--- src/rtl/count_watch.sv ---
// count_watch: watches a free-running up-counter's output, reports wraps and
// flags the first illegal transition with a sticky error and captured value.
module count_watch #(
  parameter int WIDTH  = 4,
  parameter int WRAP_W = 8
) (
  input  logic              clk,
  input  logic              clr,
  input  logic              en,
  input  logic [WIDTH-1:0]  q_in,
  input  logic              ack,
  output logic              primed,
  output logic              wrap_pulse,
  output logic [WRAP_W-1:0] wrap_cnt,
  output logic              seq_err,
  output logic [WIDTH-1:0]  err_val
);

  typedef enum logic [1:0] {
    IDLE  = 2'd0,
    TRACK = 2'd1,
    ERR   = 2'd2
  } state_t;

  localparam logic [WIDTH-1:0]  Q_MAX    = {WIDTH{1'b1}};
  localparam logic [WIDTH-1:0]  Q_ZERO   = {WIDTH{1'b0}};
  localparam logic [WRAP_W-1:0] CNT_MAX  = {WRAP_W{1'b1}};
  localparam logic [WRAP_W-1:0] CNT_ZERO = {WRAP_W{1'b0}};

  state_t            state, state_nx;
  logic [WIDTH-1:0]  prev, prev_nx;
  logic              primed_nx, wrap_pulse_nx, seq_err_nx;
  logic [WRAP_W-1:0] wrap_cnt_nx, cnt_base;
  logic [WIDTH-1:0]  err_val_nx;
  logic [WIDTH:0]    prev_p1;
  logic              is_max, is_hold, is_step, is_wrap, is_restart, is_illegal;

  // Classify the current sample against the previous one.
  always_comb begin
    prev_p1    = {1'b0, prev} + {{WIDTH{1'b0}}, 1'b1};
    is_max     = (prev == Q_MAX);
    is_hold    = (q_in == prev);
    is_step    = !is_max && ({1'b0, q_in} == prev_p1);
    is_wrap    = is_max && (q_in == Q_ZERO);
    is_restart = (q_in == Q_ZERO) && (prev != Q_ZERO) && !is_max;
    is_illegal = !(is_hold || is_step || is_wrap || is_restart);
  end

  // Next-state and next-output logic; ack clears first so a same-edge event overrides it.
  always_comb begin
    state_nx      = state;
    prev_nx       = prev;
    primed_nx     = primed;
    wrap_pulse_nx = 1'b0;
    wrap_cnt_nx   = wrap_cnt;
    seq_err_nx    = seq_err;
    err_val_nx    = err_val;
    cnt_base      = ack ? CNT_ZERO : wrap_cnt;

    if (ack) begin
      seq_err_nx  = 1'b0;
      err_val_nx  = Q_ZERO;
      wrap_cnt_nx = CNT_ZERO;
      if (state == ERR) begin
        state_nx = TRACK;
      end else begin
        state_nx = state;
      end
    end else begin
      state_nx = state;
    end

    if (en) begin
      case (state)
        IDLE: begin
          prev_nx   = q_in;
          primed_nx = 1'b1;
          state_nx  = TRACK;
        end
        TRACK, ERR: begin
          prev_nx = q_in;
          if (is_wrap) begin
            wrap_pulse_nx = 1'b1;
            wrap_cnt_nx   = (cnt_base == CNT_MAX) ? CNT_MAX : cnt_base + WRAP_W'(1'b1);
          end else if (is_illegal && ((state == TRACK) || ack)) begin
            seq_err_nx = 1'b1;
            err_val_nx = q_in;
            state_nx   = ERR;
          end else begin
            wrap_pulse_nx = 1'b0;
          end
        end
        default: begin
          state_nx = IDLE;
        end
      endcase
    end else begin
      wrap_pulse_nx = 1'b0;
    end
  end

  // State and output registers.
  always_ff @(posedge clk or negedge clr) begin
    if (!clr) begin
      state      <= IDLE;
      prev       <= Q_ZERO;
      primed     <= 1'b0;
      wrap_pulse <= 1'b0;
      wrap_cnt   <= CNT_ZERO;
      seq_err    <= 1'b0;
      err_val    <= Q_ZERO;
    end else begin
      state      <= state_nx;
      prev       <= prev_nx;
      primed     <= primed_nx;
      wrap_pulse <= wrap_pulse_nx;
      wrap_cnt   <= wrap_cnt_nx;
      seq_err    <= seq_err_nx;
      err_val    <= err_val_nx;
    end
  end

endmodule

--- config.mk ---
export PLATFORM = sky130hd
export DESIGN_NAME = count_watch
export DESIGN_NICKNAME = d
export VERILOG_FILES = /design/src/rtl/count_watch.sv
export SDC_FILE = /design/constraint.sdc
export NUM_CORES = 1
export LEC_CHECK = 0
export CAP_MARGIN = 10
export CORE_UTILIZATION = 51
export CTS_CLUSTER_SIZE = 10
export DETAILED_ROUTE_END_ITERATION = 16
export PLACE_DENSITY = 0.78
export SLEW_MARGIN = 25
export SYNTH_ARGS = -nofsm -noshare
export SYNTH_HDL_FRONTEND = slang
export SYNTH_SLANG_ARGS = --single-unit
--- constraint.sdc ---
create_clock -name clk -period 2.7 [get_ports clk]
set_input_delay 0.54 -clock clk [delete_from_list [all_inputs] [get_ports clk]]
set_output_delay 0.54 -clock clk [all_outputs]
set_load 0.005 [all_outputs]
-- Yosys cells after proc, flatten, opt, wreduce, memory -nomap -nowiden
Index checks and enable logic that the tools add are counted.
- add/subtract/negate cells: 2
- equality and inequality tests: 6
- mux-type cells: 24
- reduce and logical (&&, ||, !) cells: 18
- operators with widths (operator ; count):
    $mux W8 ; 5
    $mux W4 ; 5
    $mux W2 ; 5
    $add A8 B1 Y8 const B ; 1
    $eq A8 B8 Y1 const B ; 1
    $mux W1 ; 8
    $add A4 B1 Y5 const B ; 1
    $eq A4 B5 Y1 ; 1
    $logic_and A1 B1 Y1 ; 5
    $eq A4 B4 Y1 ; 1
    $eq A4 B4 Y1 const B ; 1
    $logic_not A4 Y1 ; 1
    $logic_or A1 B1 Y1 ; 4
    $pmux W2 S2 ; 1
    $reduce_and A2 Y1 ; 2
    $reduce_bool A4 Y1 ; 1
    $reduce_or A3 Y1 ; 1
    $eq A2 B1 Y1 const B ; 1
    $eq A2 B2 Y1 const B ; 1
    $logic_not A1 Y1 ; 2
    $logic_not A2 Y1 ; 1
    $reduce_or A2 Y1 ; 1
- register bits: 21
- input bits: 8
- output and inout bits: 15
- word-level logic and storage cells: 57

-- Depth between registers and ports, before layout
- depth in word-level cells: 12
- gate-level depth with buffers: 9
- depth with buffers taken out: 7

-- Least setup slack after synthesis
No wires, ideal clock.
- kind: register to register
- start: register prev[0]
- end: register err_val[0]
- setup time: 0.125 ns
- arrival: 1.931 ns
- required time: 2.575 ns
- slack: 0.644 ns
- stages on the path, launching flop included: 8
- path buffers: 1
- clock period less this slack: 2.056 ns
- path through: dfrtp_1 > ha_1 > xor2_1 > o211a_1 > o311a_1 > and3_1 > buf_6 > mux2_4
- cells in the longest elaborated chain, start to end: 12
- elaborated cells on any way between the ends: 19
- those cells by class: add/sub: 1; eq/ne: 3; mux: 4; reduce/logical: 11
- RTL lines (item ; RTL line ; text):
    start, declared ; 31 ; logic [WIDTH-1:0] prev, prev_nx;
    start signal, assigned ; 114 ; prev <= prev_nx;
    $add A4 B1 Y5 / $eq A4 B4 Y1 (equally long branches) ; 40, 41 ;
    $eq A4 B5 Y1 / $logic_not A1 Y1 (equally long branches) ; 43, 45 ;
    $logic_and A1 B1 Y1 ; 43 ; is_step = !is_max && ({1'b0, q_in} == prev_p1);
    $logic_or A1 B1 Y1 (3 in a row) ; 46 ; is_illegal = !(is_hold || is_step || is_wrap || is_restart);
    $logic_not A1 Y1 ; 46 ;
    $logic_and A1 B1 Y1 ; 85 ; end else if (is_illegal && ((state == TRACK) || ack)) begin
    $mux W4 ; 85 ;
    $mux W4 (*) ; 82 ; if (is_wrap) begin
    $mux W4 (*) ; 74 ; case (state)
    $mux W4 (*) ; 73 ; if (en) begin
    named net err_val_nx[0] ; 34 ; logic [WIDTH-1:0] err_val_nx;
    end signal, assigned ; 119 ; err_val <= err_val_nx;
    end, declared ; 16 ; output logic [WIDTH-1:0] err_val
The timed path passes the listed nets; every way through them passes the cells marked *.
A chain may end at the register's enable or synchronous reset.

-- Final worst setup path
- start: register prev[1]
- end: register err_val[3]
Same word-level chain as after synthesis.

==> impl_metrics.toml <==
[setup_path]
r2r_start = "prev[1]$_DFFE_PN0P_"
cp-start-kind = "flip-flop"
path_depth = 7
end_kind = "flip-flop"
critPathKind = "flip-flop to flip-flop"
rr_worst_depth = 7
cp.arrival_ps = 2480
slowest_stage = "dfrtp_1"
r2r_end = "err_val[3]$_DFF_PN0_"
worst-path-max-fanout = 5
cp_num_buf_inv = 1
crit_family = "simple AND/OR/NAND/NOR gates"
critical_path.max_stage_delay_ps = 450
rrSetupSlack_ps = 410
worstSetupStartpoint = "prev[1]$_DFFE_PN0P_"
worstSetupEndpoint = "err_val[3]$_DFF_PN0_"
required_ps = 2890
worstPathCellList = "inv_1 > ha_1 > or3b_2 > a21oi_1 > o311a_1 > and3_1 > mux2_4"

[sta]
fin_skew_ps = 5.22
rsz0062_at_grt = "no"
holdWs_ps = 494
hold_violations = 0
post-route-period-util = 0.847
tns_ps = 0
worst_pin_slew_ps = 451
finalCriticalPeriod_ps = 2290
maxSlewHeadroom = 0.697
drv_slew = 0
max_freq_mhz = 437
setup-violations-final = 0

[pwr]
p_leak_nw = 0.694
peakVddDrop_v = 0.000474
p_per_area_nw_per_um2 = 630

[finish]
drive_gt1_frac = 0.104
diodes = 0
num-nets-final = 160
areaGrowthSynthToFinish_pct = 19.2

[status]
status = "completed"

[clock_network]
numCtsBuffers = 3
clockBufferDepth = 2
root_buffer = "clkbuf_4"
post-cts-setup-buffers = 0
clock_latency_ps = 290
post_cts_resized = 0
clkSinkCount = 21
cts_hold_buf = 0
cts_tree = "done"
cts_max_level = 1
clk_pin_slew_ps = 120

[global_routing]
grt_pass1_vias = 927
grt_pass1_wl_um = 4200
grt_overflow = 0
grt_start_max_net_pins = 22
antenna_found_initial = 0
track_usage = 0.212

[synthesis]
yosys_warnings = 0
ys.flop_type = "dfrtp_1"
yosysSeqAreaShare = 0.412
synth_top_area_cell = "dfrtp_1"
netlist_instances = 122
ys_seq_elements = 21
synth_top_area_share = 0.412
syn-num-nets = 137
avgSynthCellArea_um2 = 10.5
synth_common_cells = "21 x dfrtp_1, 10 x nand2_1, 7 x ha_1"
synth-async-reset-ratio = 1.00
synth_area_um2 = 1270
synth-edff-count = 0
ys_types = 39
synth.most_common_cell = "dfrtp_1"
synthTopCellsByArea = "dfrtp_1 41%, ha_1 6.9%, mux2_4 4.7%, buf_6 3.5%, xnor2_1 3.4%"

[die]
fp.dieH_um = 52
io_pins = 23
coreArea_um2 = 2280
initial_core_util = 0.560
dieArea_um2 = 2700
dieWidth_um = 52
placementRows = 17

[drt]
routed_wl_um = 2550
wire_per_inst_um = 14.8
first_iter_violations = 23
routed_via_density = 5.70
post-route-drc-count = 0
vias = 980
drt_first_pass_iters = 5
ant_nets = 0

[placed_design]
io_buffers = 22
gp_congestion = 0.781
hpwl_um = 1920

[hold_path]
hold-path-cell-count = 1
hp-start = "primed$_DFFE_PN0P_"
holdCritPathClass = "flip-flop to flip-flop"

[flow_run]
max_cap_viol_count = 0
## layout by cell type, fill, tap and decap left out, drive strengths merged, types with 5 or more instances in the layout
master	Yosys	layout
clkdlybuf4s50	0	22
xor2	5	5
xnor2	5	5
o21ai	6	6
nand2	10	10
mux2	7	7
nand3	5	5
ha	7	7
inv	5	5
dfrtp	21	21
## where the power goes
part / total, mW / switching, mW / leakage (nW) / internal (mW)
clock: 0.149 / 0.0918 / 0.0150 / 0.0574
sequential: 0.426 / 0.0530 / 0.274 / 0.373
combinational: 0.383 / 0.168 / 0.405 / 0.215
total: 0.958 / 0.313 / 0.694 / 0.646
## worst min path at each step
stage | end | slack (ps)
final | primed$_DFFE_PN0P_ | 490
after global routing | primed$_DFFE_PN0P_ | 510
after CTS | primed$_DFFE_PN0P_ | 500
after detailed placement | primed$_DFFE_PN0P_ | 460
after global placement | primed$_DFFE_PN0P_ | 450
after floorplan | err_val[0]$_DFF_PN0_ | 240
## cell families (layout without fill, tap and decap cells)
logic type,count (synthesis),in the layout,synth area share
XOR/XNOR,10,10,0.0687
AO/OA/AOI/OAI,18,18,0.0952
flip-flops,21,21,0.412
AND/OR/NAND/NOR,47,47,0.221
adder cells (fa/ha/maj),7,7,0.0687
multiplexers,7,7,0.0736
buffers and inverters,12,34,0.0608
## per-stage QoR
step	worst slack [ps]	power, mW	util	std cells	cell area, um2
finish	412	0.958	0.668	172	1520
global route	296	1.03	0.668	172	1520
CTS	416	0.967	0.668	172	1520
detailed placement	101	0.815	0.656	168	1490
global placement	147	0.797	0.656	168	1490
floorplan	644	0.706	-	122	1270
## sequential cells by signal, summed over array words and instances, names as in the netlist
register and cells:
state 2, wrap_pulse 1, err_val 4, primed 1, seq_err 1, prev 4
wrap_cnt 8
## layout make-up
cell class | count | area (um2)
clock buffer | 4 | 26.3
fill | 186 | 756
inverter | 5 | 18.8
multi-input combinational | 89 | 672
sequential | 21 | 526
tap | 28 | 35.0
timing repair buffer | 25 | 243
## per-layer routing
| metal | wire length, um | global-route usage |
|---|---|---|
| met5 | 0 | 0 |
| met4 | 26 | 0.0676 |
| met3 | 101 | 0.0380 |
| met2 | 1230 | 0.359 |
| met1 | 1200 | 0.272 |
(Power assumes the default switching activity.)
==> RTL change (same settings) <==
Set the parameter `WIDTH` to 3 (it was 4).
--- a/src/rtl/count_watch.sv
+++ b/src/rtl/count_watch.sv
@@ -1,7 +1,7 @@
 // count_watch: watches a free-running up-counter's output, reports wraps and
 // flags the first illegal transition with a sticky error and captured value.
 module count_watch #(
-  parameter int WIDTH  = 4,
+  parameter int WIDTH  = 3,
   parameter int WRAP_W = 8
 ) (
   input  logic              clk,
Interface: changed (resized err_val and q_in); port bits go from 23 to 21. No check against the original RTL was run, so the function may have changed too.
==> RTL change against the unedited design <==
- sequential share of layout area fell by 0.85 points
- sequential power shrank 11%
- design area shrank 7.2%
- maximum frequency rose by 4.2%
- global-route usage up 1.7 points
- power fell by 9.3%
- sequential cell count shrank 2
- area after synthesis fell by 11%
- via count down 7.7%
- largest cell class unchanged
- core utilization rose by 2.9 points
- setup slack improved by 0.092 ns
- wire length down 8.7%
- combinational power decreased by 11%
==> RTL change: results (changes against the unedited design) <==
Run
  • Max cap viols: 0 (unchanged)

Yosys
  • Compound-Gate Fraction of Synth Area: 9.16% (-0.36 points)
  • Count of different cell masters after synthesis: 33 (-15%)
  • Post-synth top cells: dfrtp_1 (19), nand2_1 (11), nor2b_1 (9)
  • Post-Synth Adder-Cell Area: 8.83% (+2.0 points)
  • Sequential area share after synthesis: 41.9% (+0.73 points)
  • Yosys warns: 0 (unchanged)
  • Post-synthesis mux area share: 6.84% (-0.52 points)
  • Post-Synth XOR/XNOR Area: 6.18% (-0.69 points)
  • Synth area leaders: dfrtp_1 (42%), ha_1 (8.8%), nor2b_1 (5.0%)
  • Async S/R FF share, synth: 100% (unchanged)
  • Net count after synthesis: 129 (-5.8%)

Setup path
  • Setup crit start: q_in[1]
  • Crit. End Element: register
  • Critical R2R Capture: err_val[1]$_DFF_PN0_
  • FF-to-FF path depth: 6 (-1)
  • R2R Setup Slk: 0.60 ns (+0.19 ns)
  • Peak per-stage delay on the critical path: 0.52 ns (+0.07 ns)
  • CP max-delay cell: or4_1
  • Crit path arrival time: 2.39 ns (-0.09 ns)
  • R2r startpoint: prev[1]$_DFFE_PN0P_
  • Crit Path Max Fanout: 5 (unchanged)

Clock tree
  • Resized Gates After CTS: 0 (unchanged)
  • Htree depth: 1 (unchanged)
  • Longest Clk Path Bufs: 2 (unchanged)
  • Worst-path clk slew: 0.11 ns
  • Total CTS buffers: 3 (unchanged)
  • Post CTS Setup Buffer Count: 0 (unchanged)
  • Clock latency on the worst-skew pair: 0.30 ns
  • CTS root buffer: clkbuf_4

Worst hold path
  • Worst Hold Endpoint: primed$_DFFE_PN0P_
  • Worst Hold Class: register to register
  • Start point of the worst hold path: primed$_DFFE_PN0P_

Layout
  • Layout fillers: 164 (-12%)
  • Share of layout cells above drive strength 1: 10.8% (+0.37 points)
  • Largest regs: wrap_cnt (8), err_val (3), prev (3)
  • # diodes: 0 (unchanged)
  • Final nets: 155 (-3.1%)

Detailed routing
  • Iteration-0 DRC Markers: 19 (-17%)
  • DR pass1 iterations: 4 (-1)
  • Routed WL: 2.33 mm (-8.7%)
  • Vias: 905 (-7.7%)

Timing
  • Worst clock skew: 0.00164 ns (-0.00358 ns)
  • Final setup viols: 0 (unchanged)
  • Slew margin rel.: 74.4% (+4.7 points)
  • Final hold slack: 0.482 ns (-0.0119 ns)

Pwr
  • Peak supply drop: 0.487 mV (+2.9%)
  • Leakage power: 0.626 nW (-9.9%)
  • Sw Share: 34.8% (+2.1 points)

Placed design
  • DP HPWL: 1.71 mm (-11%)
  • Placer Congestion: 0.844 (+8.0%)
  • Port Buf Inserts: 20 (-9.1%)

GRT
  • Initial antenna violation count: 0 (unchanged)
  • Total track usage: 22.9% (+1.7 points)
  • First-pass GRT wire length: 4.16 mm (-0.83%)
  • Vias in the first global route: 888 (-4.2%)
  • Largest net degree at the start of global routing: 20 (-9.1%)

Status
  • Outcome: finished, final reports clean
==> RTL change: changes by cell type in the layout (fill, tap and decap cells not counted), moves of 3 or more <==
cell     unedited run  this run
a21oi_1             2         5
nor2b_1             4         9
and3_1              4         0
and2b_1             4         0
mux2_1              0         3
mux2_4              4         0
==> RTL change: through the flow <==
stage / instances / setup slack, ns / utilization, % / cell area [um^2]
after floorplan: 114 / 0.702 / - / 1130
after global routing: 166 / 0.418 / 69.7 / 1410
after CTS: 166 / 0.518 / 69.7 / 1410
after global placement: 162 / 0.311 / 68.4 / 1380
final: 166 / 0.504 / 69.7 / 1410
after detailed placement: 162 / 0.247 / 68.4 / 1380
==> RTL change: power by group through the flow <==
stage                     registers [mW]  clock network [mW]  logic (mW)
after global placement             0.383                   0       0.320
after global routing               0.388               0.167       0.380
after CTS                          0.379               0.152       0.344
final                              0.380               0.149       0.341
after floorplan                    0.376                   0       0.219
after detailed placement           0.383                   0       0.336
==> RTL change: logic make-up (layout without fill, tap and decap cells) <==
| family | count (synthesis) | count (layout) |
|---|---|---|
| AOI/OAI and AO/OA | 17 | 17 |
| xor gates and xnor gates | 8 | 8 |
| adders and majority gates | 8 | 8 |
| buffers and inverters | 9 | 34 |
| DFF | 19 | 19 |
| muxes | 7 | 7 |
| and+or+nand+nor | 46 | 46 |
==> RTL change: area by class of cell <==
cell class / count / area share (%)
multi-input cells: 86 / 44.3
flip-flops and latches: 19 / 33.7
repair buffers: 23 / 15.8
well taps: 27 / 2.40
inverters: 7 / 1.86
clock buffers: 3 / 1.60
clock inverters: 1 / 0.355
==> RTL change: routing by layer <==
| metal | track usage, % | wire (um) |
|---|---|---|
| met4 | 9.80 | 38 |
| met2 | 35.4 | 1060 |
| met1 | 30.3 | 1110 |
| met5 | 0 | 0 |
| met3 | 5.61 | 124 |
